File: src/rtl/segmentation_pkg.sv
// Shared types and default geometry for the image segmentation / reassembly path.
package segmentation_pkg;

    localparam int DEF_DIM   = 8;
    localparam int DEF_WIDTH = 8;

    typedef logic [DEF_WIDTH-1:0] pixel_t;
    typedef pixel_t pixel_row_t [DEF_DIM];

    typedef enum logic [1:0] {
        IDLE = 2'd0,
        RUN  = 2'd1,
        DONE = 2'd2
    } reasm_state_t;

    // Counter width that stays legal when a count range collapses to a single value.
    function automatic int cnt_w(input int n);
        return (n > 1) ? $clog2(n) : 1;
    endfunction

endpackage

File: src/rtl/segmentation_reassembler_if.sv
// Row-stream input and word-memory write bus of the reassembler.
// REASM_CHECKSUM_EN adds the running frame checksum to the bus.
interface segmentation_reassembler_if #(
    parameter int DIM   = 8,
    parameter int WIDTH = 8,
    parameter int ADDR  = 13
);
    localparam int CKS_W = WIDTH + ADDR + $clog2(DIM);

    logic             enable;
    logic             valid_in;
    logic [WIDTH-1:0] din [DIM];
    logic             mem_we;
    logic [ADDR-1:0]  mem_addr;
    logic [WIDTH-1:0] mem_din [DIM];
    logic             busy;
    logic             frame_done;
    logic             overrun;
`ifdef REASM_CHECKSUM_EN
    logic [CKS_W-1:0] checksum;

    modport master (output enable, valid_in, din,
                    input  mem_we, mem_addr, mem_din, busy, frame_done, overrun, checksum);
    modport slave  (input  enable, valid_in, din,
                    output mem_we, mem_addr, mem_din, busy, frame_done, overrun, checksum);
`else
    modport master (output enable, valid_in, din,
                    input  mem_we, mem_addr, mem_din, busy, frame_done, overrun);
    modport slave  (input  enable, valid_in, din,
                    output mem_we, mem_addr, mem_din, busy, frame_done, overrun);
`endif

endinterface

File: src/rtl/segmentation_reassembler_addr_gen.sv
// Block-row position counters (row, bx, by) and the raster word address they map to.
module reassembler_addr_gen
    import segmentation_pkg::*;
#(
    parameter int DIM   = DEF_DIM,
    parameter int IMG_W = 256,
    parameter int IMG_H = 256
) (
    input  logic                                 clk,
    input  logic                                 rst,
    input  logic                                 i_clr,
    input  logic                                 i_adv,
    output logic [$clog2((IMG_W/DIM)*IMG_H)-1:0] o_addr,
    output logic                                 o_last
);
    localparam int WPR  = IMG_W / DIM;
    localparam int BPC  = IMG_H / DIM;
    localparam int ADDR = $clog2(WPR * IMG_H);
    localparam int RW   = cnt_w(DIM);
    localparam int BXW  = cnt_w(WPR);
    localparam int BYW  = cnt_w(BPC);

    logic [RW-1:0]  r_row;
    logic [BXW-1:0] r_bx;
    logic [BYW-1:0] r_by;
    logic           w_row_end;
    logic           w_bx_end;
    logic           w_by_end;

    assign w_row_end = (r_row == RW'(DIM - 1));
    assign w_bx_end  = (r_bx  == BXW'(WPR - 1));
    assign w_by_end  = (r_by  == BYW'(BPC - 1));
    assign o_last    = w_row_end && w_bx_end && w_by_end;

    // Every operand is widened to ADDR first so no partial product is truncated.
    assign o_addr = (ADDR'(r_by) * ADDR'(DIM) + ADDR'(r_row)) * ADDR'(WPR) + ADDR'(r_bx);

    always_ff @(posedge clk or negedge rst) begin
        if (!rst) begin
            r_row <= '0;
            r_bx  <= '0;
            r_by  <= '0;
        end else if (i_clr) begin
            r_row <= '0;
            r_bx  <= '0;
            r_by  <= '0;
        end else if (i_adv) begin
            if (!w_row_end) begin
                r_row <= r_row + RW'(1);
            end else begin
                r_row <= '0;
                if (!w_bx_end) begin
                    r_bx <= r_bx + BXW'(1);
                end else begin
                    r_bx <= '0;
                    r_by <= w_by_end ? '0 : r_by + BYW'(1);
                end
            end
        end
    end

endmodule

File: src/rtl/segmentation_reassembler.sv
// Writes a row-per-beat stream of DIMxDIM blocks back to raster order in word memory.
// Optional REASM_CHECKSUM_EN: running pixel sum of the current frame.
module segmentation_reassembler
    import segmentation_pkg::*;
#(
    parameter int DIM   = DEF_DIM,
    parameter int WIDTH = DEF_WIDTH,
    parameter int IMG_W = 256,
    parameter int IMG_H = 256
) (
    input  logic                       clk,
    input  logic                       rst,
    segmentation_reassembler_if.slave  bus
);
    localparam int WPR   = IMG_W / DIM;
    localparam int DEPTH = WPR * IMG_H;
    localparam int ADDR  = $clog2(DEPTH);

    reasm_state_t     r_state;
    reasm_state_t     w_state_nxt;
    logic             w_busy;
    logic             w_accept;
    logic             w_last;
    logic [ADDR-1:0]  w_addr;

    logic             r_mem_we;
    logic [ADDR-1:0]  r_mem_addr;
    logic [WIDTH-1:0] r_mem_din [DIM];
    logic             r_frame_done;
    logic             r_overrun;

    reassembler_addr_gen #(
        .DIM   (DIM),
        .IMG_W (IMG_W),
        .IMG_H (IMG_H)
    ) u_addr_gen (
        .clk    (clk),
        .rst    (rst),
        .i_clr  (!bus.enable),
        .i_adv  (w_accept),
        .o_addr (w_addr),
        .o_last (w_last)
    );

    always_ff @(posedge clk or negedge rst) begin
        if (!rst) begin
            r_state <= IDLE;
        end else begin
            r_state <= w_state_nxt;
        end
    end

    // Dropping enable overrides every other transition.
    always_comb begin
        w_state_nxt = r_state;
        if (!bus.enable) begin
            w_state_nxt = IDLE;
        end else begin
            case (r_state)
                IDLE:    w_state_nxt = RUN;
                RUN:     if (w_accept && w_last) w_state_nxt = DONE;
                DONE:    w_state_nxt = DONE;
                default: w_state_nxt = IDLE;
            endcase
        end
    end

    always_comb begin
        w_busy   = (r_state == RUN);
        w_accept = w_busy && bus.enable && bus.valid_in;
    end

    always_ff @(posedge clk or negedge rst) begin
        if (!rst) begin
            r_mem_we     <= 1'b0;
            r_mem_addr   <= '0;
            r_mem_din    <= '{default: '0};
            r_frame_done <= 1'b0;
            r_overrun    <= 1'b0;
        end else begin
            r_mem_we     <= w_accept;
            r_frame_done <= w_accept && w_last;
            if (w_accept) begin
                r_mem_addr <= w_addr;
                r_mem_din  <= bus.din;
            end
            if (!bus.enable) begin
                r_overrun <= 1'b0;
            end else if (r_state == DONE && bus.valid_in) begin
                r_overrun <= 1'b1;
            end
        end
    end

    assign bus.mem_we     = r_mem_we;
    assign bus.mem_addr   = r_mem_addr;
    assign bus.mem_din    = r_mem_din;
    assign bus.busy       = w_busy;
    assign bus.frame_done = r_frame_done;
    assign bus.overrun    = r_overrun;

`ifdef REASM_CHECKSUM_EN
    localparam int CKS_W = WIDTH + ADDR + $clog2(DIM);

    logic [CKS_W-1:0] w_beat_sum;
    logic [CKS_W-1:0] r_checksum;

    always_comb begin
        w_beat_sum = '0;
        for (int i = 0; i < DIM; i++) begin
            w_beat_sum = w_beat_sum + CKS_W'(bus.din[i]);
        end
    end

    // Cleared while idle, frozen in DONE because no beat is accepted there.
    always_ff @(posedge clk or negedge rst) begin
        if (!rst) begin
            r_checksum <= '0;
        end else if (!bus.enable || r_state == IDLE) begin
            r_checksum <= '0;
        end else if (w_accept) begin
            r_checksum <= r_checksum + w_beat_sum;
        end
    end

    assign bus.checksum = r_checksum;
`else
`endif

endmodule

File: src/flat_wrapper.sv
// flat-port wrapper written by rule: the top's interface ports become plain ports
module segmentation_reassembler_flat import segmentation_pkg::*;
#(
    parameter int DIM   = DEF_DIM,
    parameter int WIDTH = DEF_WIDTH,
    parameter int IMG_W = 256,
    parameter int IMG_H = 256
)
  (clk, rst, bus_enable, bus_valid_in, bus_din, bus_mem_we, bus_mem_addr, bus_mem_din, bus_busy, bus_frame_done, bus_overrun);
  segmentation_reassembler_if #(.DIM(DIM), .WIDTH(WIDTH)) bus_i ();
  input  logic clk;
  input  logic rst;
  input wire logic [$bits(bus_i.enable)-1:0] bus_enable;
  input wire logic [$bits(bus_i.valid_in)-1:0] bus_valid_in;
  input wire logic [$bits(bus_i.din)-1:0] bus_din;
  output wire logic [$bits(bus_i.mem_we)-1:0] bus_mem_we;
  output wire logic [$bits(bus_i.mem_addr)-1:0] bus_mem_addr;
  output wire logic [$bits(bus_i.mem_din)-1:0] bus_mem_din;
  output wire logic [$bits(bus_i.busy)-1:0] bus_busy;
  output wire logic [$bits(bus_i.frame_done)-1:0] bus_frame_done;
  output wire logic [$bits(bus_i.overrun)-1:0] bus_overrun;
  assign bus_i.enable = bus_enable;
  assign bus_i.valid_in = bus_valid_in;
  assign bus_i.din = {>>{bus_din}};
  assign bus_mem_we = bus_i.mem_we;
  assign bus_mem_addr = bus_i.mem_addr;
  assign bus_mem_din = {>>{bus_i.mem_din}};
  assign bus_busy = bus_i.busy;
  assign bus_frame_done = bus_i.frame_done;
  assign bus_overrun = bus_i.overrun;
  segmentation_reassembler #(.DIM(DIM), .WIDTH(WIDTH), .IMG_W(IMG_W), .IMG_H(IMG_H)) u_core (.clk(clk), .rst(rst), .bus(bus_i));
endmodule
File: config.mk
export PLATFORM = sky130hd
export DESIGN_NAME = segmentation_reassembler_flat
export DESIGN_NICKNAME = d
export VERILOG_FILES = /design/src/rtl/segmentation_pkg.sv /design/src/rtl/segmentation_reassembler_if.sv /design/src/rtl/segmentation_reassembler_addr_gen.sv /design/src/rtl/segmentation_reassembler.sv /design/src/flat_wrapper.sv
export SDC_FILE = /design/constraint.sdc
export NUM_CORES = 1
export LEC_CHECK = 0
export BUFFER_PORTS_ARGS = -buffer_cell sky130_fd_sc_hd__buf_2
export CAP_MARGIN = 20
export CORE_MARGIN = 5
export CORE_UTILIZATION = 48
export CTS_BUF_LIST = sky130_fd_sc_hd__clkbuf_8 sky130_fd_sc_hd__clkbuf_16
export CTS_CLUSTER_DIAMETER = 60
export DETAILED_ROUTE_END_ITERATION = 16
export MAX_ROUTING_LAYER = met4
export PLACE_DENSITY = 0.79
export REMOVE_ABC_BUFFERS = 1
export SLEW_MARGIN = 20
export SYNTH_ARGS = -nofsm -noshare
export SYNTH_HDL_FRONTEND = slang
export SYNTH_SLANG_ARGS = --single-unit
File: constraint.sdc
create_clock -name clk -period 2.4 [get_ports clk]
set_input_delay 0.24 -clock clk [delete_from_list [all_inputs] [get_ports clk]]
set_output_delay 0.24 -clock clk [all_outputs]
set_load 0.01 [all_outputs]
# ---- Word-level counts from Yosys, hierarchy flattened
# Cells that the tools add are included.
dict set report word_totals {
  inputBits 68
  wordCells 57
  ram_bits 0
  latchBits 0
  reg_bits 95
  romBits 0
  memories 0
}
dict set report op_classes {
  magnitude_cmp 0
  eq_ne 10
  n_shift 0
  mul 0
  div 0
  n_addsub 5
  muxes 17
  n_reduce_logical 9
  bitwise_logic 0
}
# op n
set op_table {}
lappend op_table {{$mux W5} 9}
lappend op_table {{$add A13 B5 Y13} 1}
lappend op_table {{$add A5 B1 Y5 const B} 2}
lappend op_table {{$eq A5 B5 Y1 const B} 2}
lappend op_table {{$mux W3} 3}
lappend op_table {{$add A8 B3 Y8} 1}
lappend op_table {{$ne A2 B1 Y1 const B} 4}
lappend op_table {{$logic_and A1 B1 Y1} 6}
lappend op_table {{$pmux W2 S3} 1}
lappend op_table {{$mux W2} 2}
lappend op_table {{$add A3 B1 Y3 const B} 1}
lappend op_table {{$eq A3 B3 Y1 const B} 1}
lappend op_table {{$ne A3 B2 Y1 const B} 1}
lappend op_table {{$reduce_and A3 Y1} 1}
lappend op_table {{$eq A2 B1 Y1 const B} 1}
lappend op_table {{$eq A2 B2 Y1 const B} 1}
lappend op_table {{$logic_not A2 Y1} 1}
lappend op_table {{$mux W1} 2}
lappend op_table {{$reduce_and A2 Y1} 1}

# ---- Logic depth before layout (Yosys ltp)
# Gate-level depths: netlist of run 1.
dict set report depth {
  ltp_word 7
  ltp_mapped 7
}

# ---- Hierarchy
# Synthesis of run 1 repeated with hierarchy kept, for this count alone.
dict set report hier_totals {
  hier_cells 253
  hier_area_um2 3897.5
}
# mod cells_per_inst instances area_per_inst_um2
set by_module_without_submodules {}
lappend by_module_without_submodules {segmentation_reassembler 185 1 3205.6}
lappend by_module_without_submodules {reassembler_addr_gen 68 1 691.9}

# ---- Least setup slack after synthesis of run 1
# No wires, ideal clock.
dict set report synth_path {
  kind {register -> register}
  start {reg u_core.u_addr_gen.r_bx[0]}
  end {reg u_core.u_addr_gen.r_by[3]}
  path_slack_ns 0.535
  period_less_slack_ns 1.865
  arrival_ns 1.787
  required_time_ns 2.322
  path_stages_with_launch 7
  cell_sequence {dfrtp_1 > ha_1 > and3_1 > ha_1 > nand4_4 > or4_1 > a21boi_1}
}
dict set report synth_via {
  elab_chain_len 3
}
# item line_no
set synth_rtl {}
lappend synth_rtl {{from (decl)} segmentation_reassembler_addr_gen.sv:24} ;# logic [BXW-1:0] r_bx;
lappend synth_rtl {{from (signal assigned)} segmentation_reassembler_addr_gen.sv:53} ;# r_bx <= r_bx + BXW'(1);
lappend synth_rtl {{$eq A5 B5 Y1} segmentation_reassembler_addr_gen.sv:31} ;# assign w_bx_end = (r_bx == BXW'(WPR - 1));
lappend synth_rtl {{$ne A2 B1 Y1 (no source line)} n/a}
lappend synth_rtl {{$reduce_and A3 Y1 (no source line)} n/a}
lappend synth_rtl {{to (signal assigned)} segmentation_reassembler_addr_gen.sv:56} ;# r_by <= w_by_end ? '0 : r_by + BYW'(1);
lappend synth_rtl {{to (decl)} segmentation_reassembler_addr_gen.sv:25} ;# logic [BYW-1:0] r_by;
# Every way passes these cells.
# A chain may end at the register's enable or synchronous reset.

# ---- Final worst setup path of run 1
# Ends and elaborated chain as after synthesis.

==> run_results.csv, run 1 <==
group,metric,value,unit
run_status,status,"complete, no violations",
synth,syn_area,0.00382,mm^2
grt,grt_overflow,0,
detailed_routing,postRouteWirelength,8660,um
worst_setup_path,cp_max_fo,8,
timing,rsz0062_at_grt,"no",
floorplanning,dieArea,0.00984,mm^2
worst_setup_path,crit_type,"flop to flop",
detailed_routing,vias,3174,
clock_tree,cts-root-buf,"clkbuf_8",
worst_setup_path,critPathLaunch,"u_core.u_addr_gen.r_bx[0]$_DFFE_PN0P_",
worst_setup_path,cp_common_cell,"ha_1",
synth,seq_area_frac_synth,62.3,%
clock_tree,cts_resized,0,
detailed_routing,avgViaCountPerCell,4.77,
floorplanning,rows,32,
timing,slew-limit-headroom,66.1,%
synth,post-synth-top-count-cell,"nand2_1",
cells_and_area,layout-drive-gt1-share,30.3,%
worst_setup_path,start_kind,"flop",
floorplanning,floorplan.initialDensity,49.4,%
worst_hold_path,holdCritStartpoint,"bus_din[39]",
floorplanning,die_x,99.2,um
worst_setup_path,crit_slowest_cell,"or4_1",
synth,syn_area_per_cell,9.20,um^2
detailed_routing,drc,0,
synth,synth-edff-count,0,
clock_tree,cts.clk_slew.worst_paths,0.10,ns
timing,finalCritPeriodShare,87.1,%
floorplanning,pin_count,149,
clock_tree,insertion_delay,0.35,ns
clock_tree,numCtsBuffers,9,
timing,timing.fmax,0.478,GHz
cells_and_area,fillCellCount,686,
synth,synth_top_cell_by_area,"dfrtp_1",
timing,period_minus_slack,2.09,ns
worst_setup_path,timing.critical_path.to_type,"flop",
detailed_routing,drtAntennaViolNets,0,
job,max_cap_viol_count,0,
worst_setup_path,cpLargestDelayFamily,"simple AND/OR/NAND/NOR gates",
grt,track_usage,18.5,%
timing,fin_hold_ws,0.0723,ns
clock_tree,postCtsSetupRepairBufs,0,
timing,fin_skew,0.0129,ns
worst_setup_path,max_stage_delay,0.51,ns
synth,ys_top_cells_by_area,"dfrtp_1 (62%), nand2_1 (24%), ha_1 (2.9%), buf_2 (1.3%), nand3_1 (1.3%)",
worst_setup_path,r2r-start,"u_core.u_addr_gen.r_bx[0]$_DFFE_PN0P_",
timing,finalSetupTns,0,ns
grt,antenna_found_initial,0,
place,numPortBuffers,148,
timing,worstMarginPinSlew,0.508,ns
cells_and_area,syn_to_final_growth,27.4,%
place,place.gp.congestion,0.820,
synth,synth_flop_cell,"dfrtp_1",
pwr,leakagePower,2.86,nW
synth,synth-async-reset-ratio,100,%
timing,finalSetupViolations,0,
synth,synth-seq-cells,95,
pwr,peakVddDrop,0.511,mV
grt,grt_pass1_wl,14500,um
cells_and_area,antenna_cells,0,
detailed_routing,routedWlPerCell,13.0,um
detailed_routing,first_pass_iters,4,
cells_and_area,fin_nets,636,
worst_setup_path,cp.arrival,2.36,ns
synth,synth.top_cell.area_share,62.3,%
synth,ys_types,29,
detailed_routing,initialDrtViolationCount,122,
clock_tree,cts_tree,"yes",
synth,synth_commonest_cells,"nand2_1 (239), dfrtp_1 (95), buf_2 (10), clkbuf_1 (10), nand3_1 (10)",
worst_setup_path,cp.required,2.67,ns
clock_tree,clockBufferDepth,2,
synth,synthCells,415,
floorplanning,die_y,99.2,um
floorplanning,design.core.area,0.00773,mm^2
grt,grt_pass1_vias,3082,
timing,maxSlewViolCount,0,
clock_tree,cts.sinks,95,
worst_hold_path,hold_path_class,"input port to flop",
pwr,power_density,1070,mW/mm^2
worst_setup_path,path_cells,"ha_1, and3_1, ha_1, nand4_4, or4_1, a21boi_1",
place,hpwl,6210,um
timing,hold_viol_final,0,
synth,yosysWarnings,0,
grt,grt_max_degree,75,
clock_tree,cts.htree.levels,3,
worst_setup_path,crit_buf_inv,0,
registers in the layout, summed over array words and instances (netlist names):
| signal | count |
|---|---|
| u_core.u_addr_gen.r_bx | 5 |
| u_core.u_addr_gen.r_row | 3 |
| u_core.r_state | 2 |
| u_core.bus.mem_addr | 13 |
| u_core.bus.mem_we | 1 |
| u_core.u_addr_gen.r_by | 5 |
| u_core.bus.overrun | 1 |
| u_core.bus.mem_din | 64 |
| u_core.bus.frame_done | 1 |
what timing repair did:
| item | 4_1_cts | 5_1_grt |
|---|---|---|
| hold endpoints to repair | 38 | 0 |
| hold buffers | 1 | 0 |
| endpoints found under the setup margin | 0 | 0 |
final timing paths:
check / to / slack (ns) / cells past startpoint
setup / recovery: u_core.u_addr_gen.r_by[3]$_DFFE_PN0P_ / 0.31 / 6
max in group asynchronous: u_core.bus.mem_din[51]$_DFFE_PN0P_ / 1.33 / 3
hold / removal: u_core.bus.mem_din[39]$_DFFE_PN0P_ / 0.07 / 3
setup reg to reg: u_core.u_addr_gen.r_by[3]$_DFFE_PN0P_ / 0.31 / 6
hold reg to reg: u_core.bus.mem_din[3]$_DFFE_PN0P_ / 0.47 / 2
min in group asynchronous: u_core.bus.mem_din[21]$_DFFE_PN0P_ / 0.40 / 2
report_power, final:
group	internal, mW	total (mW)	leakage, nW	switching [mW]
Sequential	2.19	2.49	1.23	0.302
Clock	0.376	0.919	0.0854	0.542
Combinational	0.729	1.78	1.54	1.06
logic make-up (layout without fill, tap and decap cells):
kind of cell             count (synthesis)  in the layout  share of synthesized area (%)
AO/OA/AOI/OAI                           17             17                           2.95
XOR/XNOR                                 1              1                          0.229
adder cells (fa/ha/maj)                  9              9                           2.95
buffers and inverters                   23            172                           2.59
flip-flops                              95             95                           62.3
multiplexers                             3              3                          0.787
AND/OR/NAND/NOR                        267            267                           28.2
per-layer routing:
layer / part of all wire, % / track usage, %
met1: 43 / 22.9
met2: 49 / 29.9
met3: 6.8 / 3.79
met5: 0 / -
met4: 1.6 / 7.04
cell usage in the layout, fill, tap and decap left out, types with 2 or more instances in the layout:
cell	synthesis	final
nand4_1	2	2
a31oi_1	2	2
o31ai_1	2	2
a21boi_1	3	3
buf_2	10	147
ha_1	9	9
and3_1	2	2
clkinvlp_4	0	2
o21ai_0	4	4
buf_12	0	3
inv_1	2	2
clkbuf_8	0	9
nand2_1	239	239
a21boi_0	4	4
clkinv_2	0	3
mux2i_1	3	3
buf_4	0	2
nor2b_1	2	2
dfrtp_1	95	95
or4_1	2	2
nor2_1	3	3
nand3_1	10	9
final cells by class:
type | count | area, um^2 | share of cell area (%)
timing repair buffer | 153 | 821 | 16.9
sequential | 95 | 2380 | 48.9
multi-input combinational | 297 | 1350 | 27.8
inverter | 3 | 11.3 | 0.232
tap | 102 | 128 | 2.62
clock buffer | 9 | 124 | 2.55
clock inverter | 7 | 47.5 | 0.978
worst reg2reg max path, cell delays in order, from the launching register on:
cell and delay (ns):
dfrtp_1 0.45, ha_1 0.22, and3_1 0.17, ha_1 0.32, nand4_4 0.19, or4_1 0.51, a21boi_1 0.15
per-stage QoR:
step	power (mW)	instance area, um^2	setup WS, ns	std cells	util [%]
2_1_floorplan	3.42	3730	-1.55	395	-
3_3_place_gp	4.26	4680	0.444	649	60.6
3_5_place_dp	4.35	4680	0.367	649	60.6
4_1_cts	5.28	4860	0.321	666	62.9
5_1_grt	5.61	4860	0.172	666	62.9
6_report	5.19	4860	0.310	666	62.9
(Power assumes the default switching activity.)
==> inputs of run 2 (changes only) <==
--- a/config.mk
+++ b/config.mk
@@ -20,2 +20,3 @@
 export SYNTH_HDL_FRONTEND = slang
 export SYNTH_SLANG_ARGS = --single-unit
+export TNS_END_PERCENT = 50
==> constraint.sdc (replaced) <==
create_clock -name clk -period 2.4 [get_ports clk]
set_input_delay 0.48 -clock clk [delete_from_list [all_inputs] [get_ports clk]]
set_output_delay 0.48 -clock clk [all_outputs]
set_load 0.01 [all_outputs]
==> run 2 against run 1 <==
Net effect: sequential cell count unchanged; via count rose by 1.2%; power is 2.4% higher; worst setup slack better by 0.020 ns; cell area up 0.15%; non-clock buffer count shrank 1; clock skew down 0.0049 ns; critical endpoint unchanged; largest cell class unchanged.
==> run_results.csv, run 2 (synthesis results as in run 1) <==
group,metric,value,unit
job,max_cap_viol_count,0,
worst_setup_path,worst_r2r_endpoint,"u_core.u_addr_gen.r_by[3]$_DFFE_PN0P_",
floorplanning,floorplan.initialDensity,49.4,%
pwr,power_density,1090,mW/mm^2
clock_tree,cts_resized,0,
clock_tree,cts.clk_slew.worst_paths,0.08,ns
cells_and_area,layout-drive-gt1-share,29.8,%
timing,rsz0062_at_grt,"no",
grt,antenna_found_initial,0,
grt,track_usage,18.9,%
place,place.gp.congestion,0.823,
place,dp_cells,649,
cells_and_area,final_cell_mix,"nand2_1 (239), buf_2 (147), dfrtp_1 (95)",
worst_setup_path,timing.critical_path.to_type,"flop",
cells_and_area,syn_to_final_growth,27.6,%
clock_tree,clockBufferDepth,2,
clock_tree,cts-root-buf,"clkbuf_8",
worst_setup_path,cp_common_cell,"ha_1",
timing,maxSlewViolCount,0,
clock_tree,insertion_delay,0.34,ns
detailed_routing,routedWlPerCell,13.3,um
timing,timing.fmax,0.483,GHz
worst_setup_path,r2r_slack,0.33,ns
pwr,peakVddDrop,0.527,mV
timing,fin_hold_ws,0.0931,ns
floorplanning,dieArea,0.00984,mm^2
timing,finalSetupViolations,0,
worst_setup_path,max_stage_delay,0.51,ns
detailed_routing,postRouteWirelength,8840,um
worst_hold_path,hold_path_class,"input port to asynchronous set/reset pin",
floorplanning,die_x,99.2,um
clock_tree,numCtsBuffers,9,
detailed_routing,first_pass_iters,4,
floorplanning,die_y,99.2,um
worst_setup_path,cp.arrival,2.34,ns
worst_setup_path,cp_max_fo,8,
detailed_routing,topRoutingLayerUsed,"met4",
cells_and_area,fin_nets,635,
floorplanning,pin_count,149,
timing,slew-limit-headroom,51.8,%
detailed_routing,routedLengthMet1,3700,um
cells_and_area,largest_register_ffs,64,
worst_setup_path,crit_type,"flop to flop",
worst_setup_path,r2r-start,"u_core.u_addr_gen.r_bx[0]$_DFFE_PN0P_",
timing,worstMarginPinSlew,0.722,ns
grt,grt_max_degree,75,
floorplanning,rows,32,
grt,grt_pass1_vias,3206,
place,numPortBuffers,148,
detailed_routing,avgViaCountPerCell,4.83,
pwr,leakagePower,2.87,nW
run_status,status,"complete, no violations",
cells_and_area,multi_input_area,0.00135,mm^2
timing,period_minus_slack,2.07,ns
worst_setup_path,crit_slowest_cell,"or4_1",
clock_tree,cts_tree,"yes",
detailed_routing,vias,3211,
place,hpwl,6370,um
cells_and_area,regArea,0.00238,mm^2
timing,fin_skew,0.00798,ns
worst_setup_path,crit_end,"u_core.u_addr_gen.r_by[3]$_DFFE_PN0P_",
detailed_routing,initialDrtViolationCount,123,
detailed_routing,wl_met2,4390,um
clock_tree,cts.sinks,95,
cells_and_area,antenna_cells,0,
cells_and_area,final_cells,665,
cells_and_area,final_common_cell,"nand2_1",
worst_setup_path,reg2regPathDepth,6,
clock_tree,postCtsSetupRepairBufs,0,
detailed_routing,drtAntennaViolNets,0,
clock_tree,cts.htree.levels,3,
floorplanning,design.core.area,0.00773,mm^2
timing,hold_viol_final,0,
worst_setup_path,cp.required,2.67,ns
worst_setup_path,start_kind,"flop",
detailed_routing,drc,0,
worst_setup_path,critPathLaunch,"u_core.u_addr_gen.r_bx[0]$_DFFE_PN0P_",
timing,finalCritPeriodShare,86.2,%
cells_and_area,fillCellCount,673,
grt,grt_pass1_wl,14800,um
grt,grt_overflow,0,
worst_setup_path,path_cells,"ha_1, and3_1, ha_1, nand4_4, or4_1, a21boi_1",
clock_tree,cts_hold_buf,0,
detailed_routing,dr_wl_met3,568,um
==> run 2: cell count changes in the layout (fill, tap and decap cells not counted), sizes merged <==
cell and change:
clkbuf +2, clkinvlp -2, clkinv -3, dlygate4sd3 -1, bufinv +1, inv +2
==> run 2: cell type report <==
type                            count  area share, %
Sequential cell                    95           48.8
Multi-Input combinational cell    297           27.8
Timing Repair Buffer              152           16.4
Clock buffer                       11           3.11
Tap cell                          102           2.62
Clock inverter                      5           1.03
Inverter                            3          0.231
==> run 2: power by group <==
group	leakage (nW)	switching [mW]	internal, mW
clock	0.113	0.506	0.530
combinational	1.53	1.07	0.719
sequential	1.23	0.304	2.19
total	2.87	1.88	3.44
==> run 2: how the worst min path moves through the flow <==
stage	startpoint	to	slack, ns
floorplan	rst	u_core.bus.frame_done$_DFF_PN0_	0.18
global placement	u_core.bus.mem_din[56]$_DFFE_PN0P_	u_core.bus.mem_din[56]$_DFFE_PN0P_	0.45
detailed placement	u_core.bus.mem_addr[6]$_DFFE_PN0P_	u_core.bus.mem_addr[6]$_DFFE_PN0P_	0.46
CTS	rst	u_core.bus.mem_din[26]$_DFFE_PN0P_	0.10
global route	rst	u_core.bus.mem_din[26]$_DFFE_PN0P_	0.12
finish	rst	u_core.bus.mem_din[26]$_DFFE_PN0P_	0.09
==> run 2: per-layer routing <==
metal | vias to the layer above | GRT usage (%)
met5 | - | -
met4 | 0 | 6.72
met3 | 16 | 4.00
met2 | 96 | 31.0
met1 | 1521 | 23.2
li1 | 1578 | -
==> run 2: per-stage QoR <==
| step | cell area [um^2] | setup slack, ns | util [%] | setup TNS (ns) | power [mW] |
|---|---|---|---|---|---|
| after CTS | 4870 | 0.332 | 63.0 | 0 | 5.40 |
| after global placement | 4670 | 0.449 | 60.4 | 0 | 4.25 |
| after global routing | 4870 | 0.153 | 63.0 | 0 | 5.72 |
| final | 4870 | 0.330 | 63.0 | 0 | 5.32 |
| after detailed placement | 4670 | 0.358 | 60.4 | 0 | 4.36 |
| after floorplan | 3730 | -1.55 | - | -117.13 | 3.42 |
==> run 2: critical path: cells and delay by family, from the launching register on <==
family | cells | cell delay (ns)
simple gates | 3 | 0.87
fa+ha+maj | 2 | 0.53
flops | 1 | 0.45
compound gates | 1 | 0.15
